===== src/rtl/uart_rx_framer.sv =====
// rtl/uart_rx_framer.sv - UART receive framer: oversampling bit recovery plus output byte FIFO
//
// Optional feature macro: UART_RX_PARITY_EN (one even-parity bit after the data bits).
//
// Ports:
//   clk         in   rising-edge clock
//   reset       in   synchronous active-high reset
//   rx          in   asynchronous serial line, idle high
//   m_data      out  FIFO head byte (0 while empty)
//   m_valid     out  FIFO not empty
//   m_ready     in   consumer pops when m_valid && m_ready
//   busy        out  frame in progress
//   frame_err   out  one-cycle pulse: stop bit sampled low
//   parity_err  out  one-cycle pulse: parity mismatch (constant 0 without parity)
//   overrun     out  one-cycle pulse: good byte dropped, FIFO full
module uart_rx_framer #(
    parameter int CLK_DIV    = 4,
    parameter int OVERSAMPLE = 16,
    parameter int WIDTH      = 8,
    parameter int DEPTH      = 4
) (
    input  logic             clk,
    input  logic             reset,
    input  logic             rx,
    output logic [WIDTH-1:0] m_data,
    output logic             m_valid,
    input  logic             m_ready,
    output logic             busy,
    output logic             frame_err,
    output logic             parity_err,
    output logic             overrun
);

    localparam int DW = $clog2(CLK_DIV);
    localparam int SW = $clog2(OVERSAMPLE);
    localparam int BW = $clog2(WIDTH + 1);
    localparam int AW = (DEPTH > 1) ? $clog2(DEPTH) : 1;
    localparam int CW = $clog2(DEPTH) + 1;

    localparam logic [DW-1:0] DIV_LAST = DW'(CLK_DIV - 1);
    localparam logic [SW-1:0] SMP_LAST = SW'(OVERSAMPLE - 1);
    localparam logic [SW-1:0] SMP_MID  = SW'(OVERSAMPLE / 2 - 1);
    localparam logic [BW-1:0] BIT_LAST = BW'(WIDTH - 1);
    localparam logic [AW-1:0] PTR_LAST = AW'(DEPTH - 1);
    localparam logic [CW-1:0] FULL_CNT = CW'(DEPTH);

    typedef enum logic [2:0] {
        S_IDLE,
        S_START,
        S_DATA,
`ifdef UART_RX_PARITY_EN
        S_PARITY,
`endif
        S_STOP
    } state_t;

    // ---------------- synchroniser ----------------
    logic rx_meta_q;
    logic rx_s_q;

    always_ff @(posedge clk) begin
        if (reset) begin
            rx_meta_q <= 1'b1;
            rx_s_q    <= 1'b1;
        end else begin
            rx_meta_q <= rx;
            rx_s_q    <= rx_meta_q;
        end
    end

    // ---------------- framing FSM ----------------
    state_t           state_q;
    logic [DW-1:0]    div_q;
    logic [SW-1:0]    smp_q;
    logic [BW-1:0]    bit_q;
    logic [WIDTH-1:0] shift_q;
    logic             frame_err_q;
    logic             tick;
    logic             mid_tick;
    logic             bit_end;
    logic             par_bad;
    logic             wr_en;

    assign tick     = (div_q == DIV_LAST);
    assign mid_tick = tick && (smp_q == SMP_MID);
    assign bit_end  = tick && (smp_q == SMP_LAST);

`ifdef UART_RX_PARITY_EN
    logic par_q;
    logic parity_err_q;
    // Even parity: data bits and the parity bit must XOR to zero.
    assign par_bad    = ^{shift_q, par_q};
    assign parity_err = parity_err_q;
`else
    assign par_bad    = 1'b0;
    assign parity_err = 1'b0;
`endif

    // The byte is pushed combinationally in the stop-sample cycle so that
    // m_valid rises on the very next cycle.
    assign wr_en = (state_q == S_STOP) && bit_end && rx_s_q && !par_bad;

    always_ff @(posedge clk) begin
        if (reset) begin
            state_q     <= S_IDLE;
            div_q       <= '0;
            smp_q       <= '0;
            bit_q       <= '0;
            shift_q     <= '0;
            frame_err_q <= 1'b0;
`ifdef UART_RX_PARITY_EN
            par_q        <= 1'b0;
            parity_err_q <= 1'b0;
`endif
        end else begin
            frame_err_q <= 1'b0;
`ifdef UART_RX_PARITY_EN
            parity_err_q <= 1'b0;
`endif
            // Held at zero in IDLE so the tick phase restarts with each frame.
            if (state_q == S_IDLE || tick) begin
                div_q <= '0;
            end else begin
                div_q <= div_q + 1'b1;
            end

            // Sample counter wraps on its own at the end of each bit; the
            // START mid-bit exit is the only transition that needs a clear.
            if (tick) begin
                smp_q <= (smp_q == SMP_LAST) ? '0 : smp_q + 1'b1;
            end

            case (state_q)
                S_IDLE: begin
                    smp_q <= '0;
                    bit_q <= '0;
                    if (!rx_s_q) begin
                        state_q <= S_START;
                    end
                end
                S_START: begin
                    if (mid_tick) begin
                        smp_q   <= '0;
                        state_q <= rx_s_q ? S_IDLE : S_DATA;
                    end
                end
                S_DATA: begin
                    if (bit_end) begin
                        shift_q <= (shift_q >> 1) | (WIDTH'(rx_s_q) << (WIDTH - 1));
                        bit_q   <= bit_q + 1'b1;
                        if (bit_q == BIT_LAST) begin
`ifdef UART_RX_PARITY_EN
                            state_q <= S_PARITY;
`else
                            state_q <= S_STOP;
`endif
                        end
                    end
                end
`ifdef UART_RX_PARITY_EN
                S_PARITY: begin
                    if (bit_end) begin
                        par_q   <= rx_s_q;
                        state_q <= S_STOP;
                    end
                end
`endif
                S_STOP: begin
                    if (bit_end) begin
                        state_q     <= S_IDLE;
                        frame_err_q <= !rx_s_q;
`ifdef UART_RX_PARITY_EN
                        parity_err_q <= par_bad;
`endif
                    end
                end
                default: state_q <= S_IDLE;
            endcase
        end
    end

    assign busy      = (state_q != S_IDLE);
    assign frame_err = frame_err_q;

    // ---------------- output FIFO ----------------
    logic [WIDTH-1:0] mem_q [DEPTH];
    logic [AW-1:0]    wr_ptr_q;
    logic [AW-1:0]    rd_ptr_q;
    logic [CW-1:0]    count_q;
    logic [CW-1:0]    count_d;
    logic             overrun_q;
    logic             pop;
    logic             full;
    logic             push_ok;

    assign pop     = m_valid && m_ready;
    assign full    = (count_q == FULL_CNT);
    // A full FIFO still accepts a write when the head is popped in the same cycle.
    assign push_ok = wr_en && (!full || pop);

    always_comb begin
        count_d = count_q;
        if (push_ok && !pop) begin
            count_d = count_q + 1'b1;
        end else if (!push_ok && pop) begin
            count_d = count_q - 1'b1;
        end
    end

    always_ff @(posedge clk) begin
        if (push_ok) begin
            mem_q[wr_ptr_q] <= shift_q;
        end
    end

    always_ff @(posedge clk) begin
        if (reset) begin
            wr_ptr_q  <= '0;
            rd_ptr_q  <= '0;
            count_q   <= '0;
            overrun_q <= 1'b0;
        end else begin
            if (push_ok) begin
                wr_ptr_q <= (wr_ptr_q == PTR_LAST) ? '0 : wr_ptr_q + 1'b1;
            end
            if (pop) begin
                rd_ptr_q <= (rd_ptr_q == PTR_LAST) ? '0 : rd_ptr_q + 1'b1;
            end
            count_q   <= count_d;
            overrun_q <= wr_en && full && !pop;
        end
    end

    assign m_valid = (count_q != '0);
    assign m_data  = m_valid ? mem_q[rd_ptr_q] : '0;
    assign overrun = overrun_q;

endmodule


===== config.mk =====
export PLATFORM = sky130hd
export DESIGN_NAME = uart_rx_framer
export DESIGN_NICKNAME = d
export VERILOG_FILES = /design/src/rtl/uart_rx_framer.sv
export SDC_FILE = /design/constraint.sdc
export NUM_CORES = 1
export LEC_CHECK = 0
export BUFFER_PORTS_ARGS = -buffer_cell sky130_fd_sc_hd__buf_4
export CORE_ASPECT_RATIO = 1.25
export CORE_MARGIN = 10
export CORE_UTILIZATION = 53
export CTS_CLUSTER_DIAMETER = 30
export CTS_CLUSTER_SIZE = 30
export DETAILED_ROUTE_END_ITERATION = 7
export GPL_TIMING_DRIVEN = 0
export PLACE_DENSITY = 0.76
export SYNTH_ARGS = -nofsm -noshare
export SYNTH_HDL_FRONTEND = slang
export SYNTH_SLANG_ARGS = --single-unit

===== constraint.sdc =====
create_clock -name clk -period 2.65 [get_ports clk]
set_clock_uncertainty 0.15 [all_clocks]
set_input_delay 0.265 -clock clk [delete_from_list [all_inputs] [get_ports clk]]
set_output_delay 0.265 -clock clk [all_outputs]
set_load 0.005 [all_outputs]

==> reports/qor.yml <==
hold_viol_final: 0
start_util_pct: 54.4
num_vias: 1735
tns_ns: 0
coreArea_mm2: 0.00504
worst-path-buf-inv: 2
synth.yosys.seq_area_share_pct: 59.2
n_antenna_cell: 0
cp-start-kind: "register"
worst-path-max-fanout: 4
crit_arrival_ns: 2.60
power.total_mw: 2.46
ir_drop_mv: 0.433
gr-total-overflow: 0
crit_chain: "ha_2 -> buf_6 -> nand4_4 -> nor4_4 -> ha_2 -> inv_1 -> fa_2 -> xor2_1 -> or3_1 -> a21oi_1"
postSynthNetCount: 231
dieHeight_um: 100
drt_iter0_drc: 126
routed_wl_mm: 4.92
syn_area_mm2: 0.00274
cts_tree: "done"
tightestPinTransition_ns: 1.04
core.rowCount: 29
place.port_buffers: 14
grt_pass1_wl_mm: 8.19
pin_count: 17
cts-root-buf: "clkbuf_8"
antenna_found_initial: 0
maxCapViolCount: 0
status: "finished clean"
maxSlewHeadroom_pct: 30.3
clk_latency_ns: 0.34
tritoncts_num_sinks: 65
grt_usage_pct: 12.2
viasPerCell: 5.51
path_clk_slew_ns: 0.06
cp.required_ns: 2.76
ys_ff_latch: 65
grt_setup_unrepaired: "false"
cts_max_level: 3
ys.flop_type: "dfxtp_1"
die-area_mm2: 0.00847
r2r_cells: 10
grt_start_max_net_pins: 12
r2r-start: "div_q[0]$_SDFF_PP0_"
postSynthAreaPerCell_um2: 12.6
ys_types: 42
slowest_stage: "nor4_4"
path_class: "reg -> reg"
max_freq_mhz: 403
yosysTopAreaCell: "edfxtp_1"
cp_slowest_stage_delay_ns: 0.34
period_needed_ns: 2.48
drc: 0
powerDensity_mw_per_mm2: 773
finalSetupViolCount: 0
dpl.hpwl_mm: 3.36
synth_edf_count: 32
setup.worst_path.start: "div_q[0]$_SDFF_PP0_"
synth.top_cell.area_share_pct: 35.1
area_growth_pct: 15.9
post_drt_wl_per_cell_um: 15.6
syn_inst: 217
hold_ws_ns: 0.0960
timing.final.crit_share_pct: 93.7
reg2reg_slack_ns: 0.17
nFillCells: 384
grt_pass1_vias: 1704
ys_warn_count: 0
crit_path_end: "count_q[2]$_SDFFE_PP0P_"
ys_async_sr_fraction_pct: 0
p_leak_nw: 1.12
maxSlewViolCount: 0
holdCritPathClass: "in -> reg"
dr.pass1.iters: 4
gp_congestion: 0.855
path_depth: 10
layout.nets: 262
cp-end-kind: "register"
numCtsBuffers: 9
whs_path_depth: 4
clockBufferDepth: 2
worstReg2RegEnd: "count_q[2]$_SDFFE_PP0P_"
drive_gt1_share_pct: 22.1
cp_top_family: "adder cells"
ant_nets: 0
synth_area_leaders: "edfxtp_1 35%, dfxtp_1 24%, mux4_2 6.6%"
die_w_um: 84.3
crit_top_cell: "ha_2"
-- synth_stat cells, types with 2 or more instances --
library cell  number
nand2_1            8
nand2b_1           5
dfxtp_1           33
and4_1             2
nor4b_1            2
mux4_2             8
buf_2              4
buf_4              2
inv_1              7
mux2i_1            4
nor3_1             5
nor2b_1            9
edfxtp_1          32
nor2_1             7
clkbuf_1           7
nand3_1           10
or2_2              2
or4_1              3
o211ai_1           2
ha_1               9
o21ai_0           12
xor2_1             4
a31oi_1            2
a211oi_1           2
or3_1              2
and2_1             4
a21oi_1           13
nor4_1             3
-- kinds of logic after synthesis --
family / synth area share, %
AOI/OAI and AO/OA: 7.67
xor gates and xnor gates: 1.60
adders and majority gates: 4.84
buffers and inverters: 3.33
DFF: 59.2
muxes: 8.58
other: 0.137
and+or+nand+nor: 14.7
-- cell usage in the layout (no fill, tap or decap), types with 2 or more instances in the layout --
cell,n
o211ai_1,2
xor2_1,4
inv_1,7
buf_2,4
nand2_1,8
nor4_1,3
clkinv_2,2
edfxtp_1,32
and4_1,2
nor2_1,7
clkbuf_8,9
buf_4,20
mux4_2,8
o21ai_0,12
clkbuf_1,9
nor3_1,5
nand2b_1,5
nor2b_1,9
ha_1,6
a21oi_1,13
ha_2,2
nor4b_1,2
a211oi_1,2
mux2i_1,4
clkinv_1,2
dfxtp_2,2
or4_1,3
a31oi_1,2
dfxtp_1,31
or3_1,2
and2_1,4
or2_2,2
nand3_1,10
-- timing repair --
item                       4_1_cts  5_1_grt
setup endpoints to repair        1        1
hold endpoints to repair         1        0
resized for setup                2        6
hold buffers                     1        0
pin swaps                        2        1
buffers inserted                 2        3
-- per-layer routing --
layer  share of wire [%]  GRT usage [%]  vias up  wire length [µm]
li1                    -              -      861                 -
met1                  40           12.9      835              1980
met2                  53           21.0       28              2600
met3                 4.6           3.81       11               225
met4                 2.3           6.97        0               112
met5                   0              0        -                 0
-- area by class of cell --
type                       instances  area [µm²]  share of cell area (%)
sequential                        65        1620                    51.1
multi-input combinational        131        1050                    33.0
timing repair buffer              20         153                    4.81
clock inverter                     5        47.5                    1.50
tap                               62        77.6                    2.44
inverter                           7        26.3                   0.827
buffer                            14        68.8                    2.17
clock buffer                      11         131                    4.14
-- power by group --
group          internal, mW  switching (mW)  total, mW
clock                 0.425           0.342      0.767
combinational         0.304           0.255      0.559
sequential             1.09          0.0427       1.13
-- worst reg2reg max path, cell delays in order (launching register included) --
cell and delay [ns]:
dfxtp_2 0.33, ha_2 0.17, buf_6 0.11, nand4_4 0.10
nor4_4 0.34, ha_2 0.23, inv_1 0.05, fa_2 0.34
xor2_1 0.16, or3_1 0.30, a21oi_1 0.14
-- worst min path at each step --
stage	from	endpoint	slack, ns
finish	m_ready	overrun$_SDFF_PP0_	0.1
global route	m_ready	overrun$_SDFF_PP0_	0.13
CTS	m_ready	overrun$_SDFF_PP0_	0.09
detailed placement	rx_meta_q$_SDFF_PP1_	rx_s_q$_SDFF_PP1_	0.25
global placement	rx_meta_q$_SDFF_PP1_	rx_s_q$_SDFF_PP1_	0.24
floorplan	rx	rx_meta_q$_SDFF_PP1_	0.22
-- stage by stage --
step	cells	utilization, %	setup WS [ns]	area, µm²
after floorplan	217	-	0.0419	2740
after global placement	293	58.0	-0.172	2920
after detailed placement	293	58.0	-0.196	2920
after CTS	312	62.1	0.0365	3130
after global routing	315	63.0	0.00429	3180
final	315	63.0	0.167	3180
-- sequential cells by signal, summed over array words and instances, names as in the netlist, named ones only --
signal	flops
count_q	3
frame_err	1
mem_q	32
bit_q	4
overrun	1
rd_ptr_q	2
wr_ptr_q	2
rx_s_q	1
shift_q	8
rx_meta_q	1
state_q	2
smp_q	4
div_q	2
Note: power is estimated with default switching activity, not from simulation.
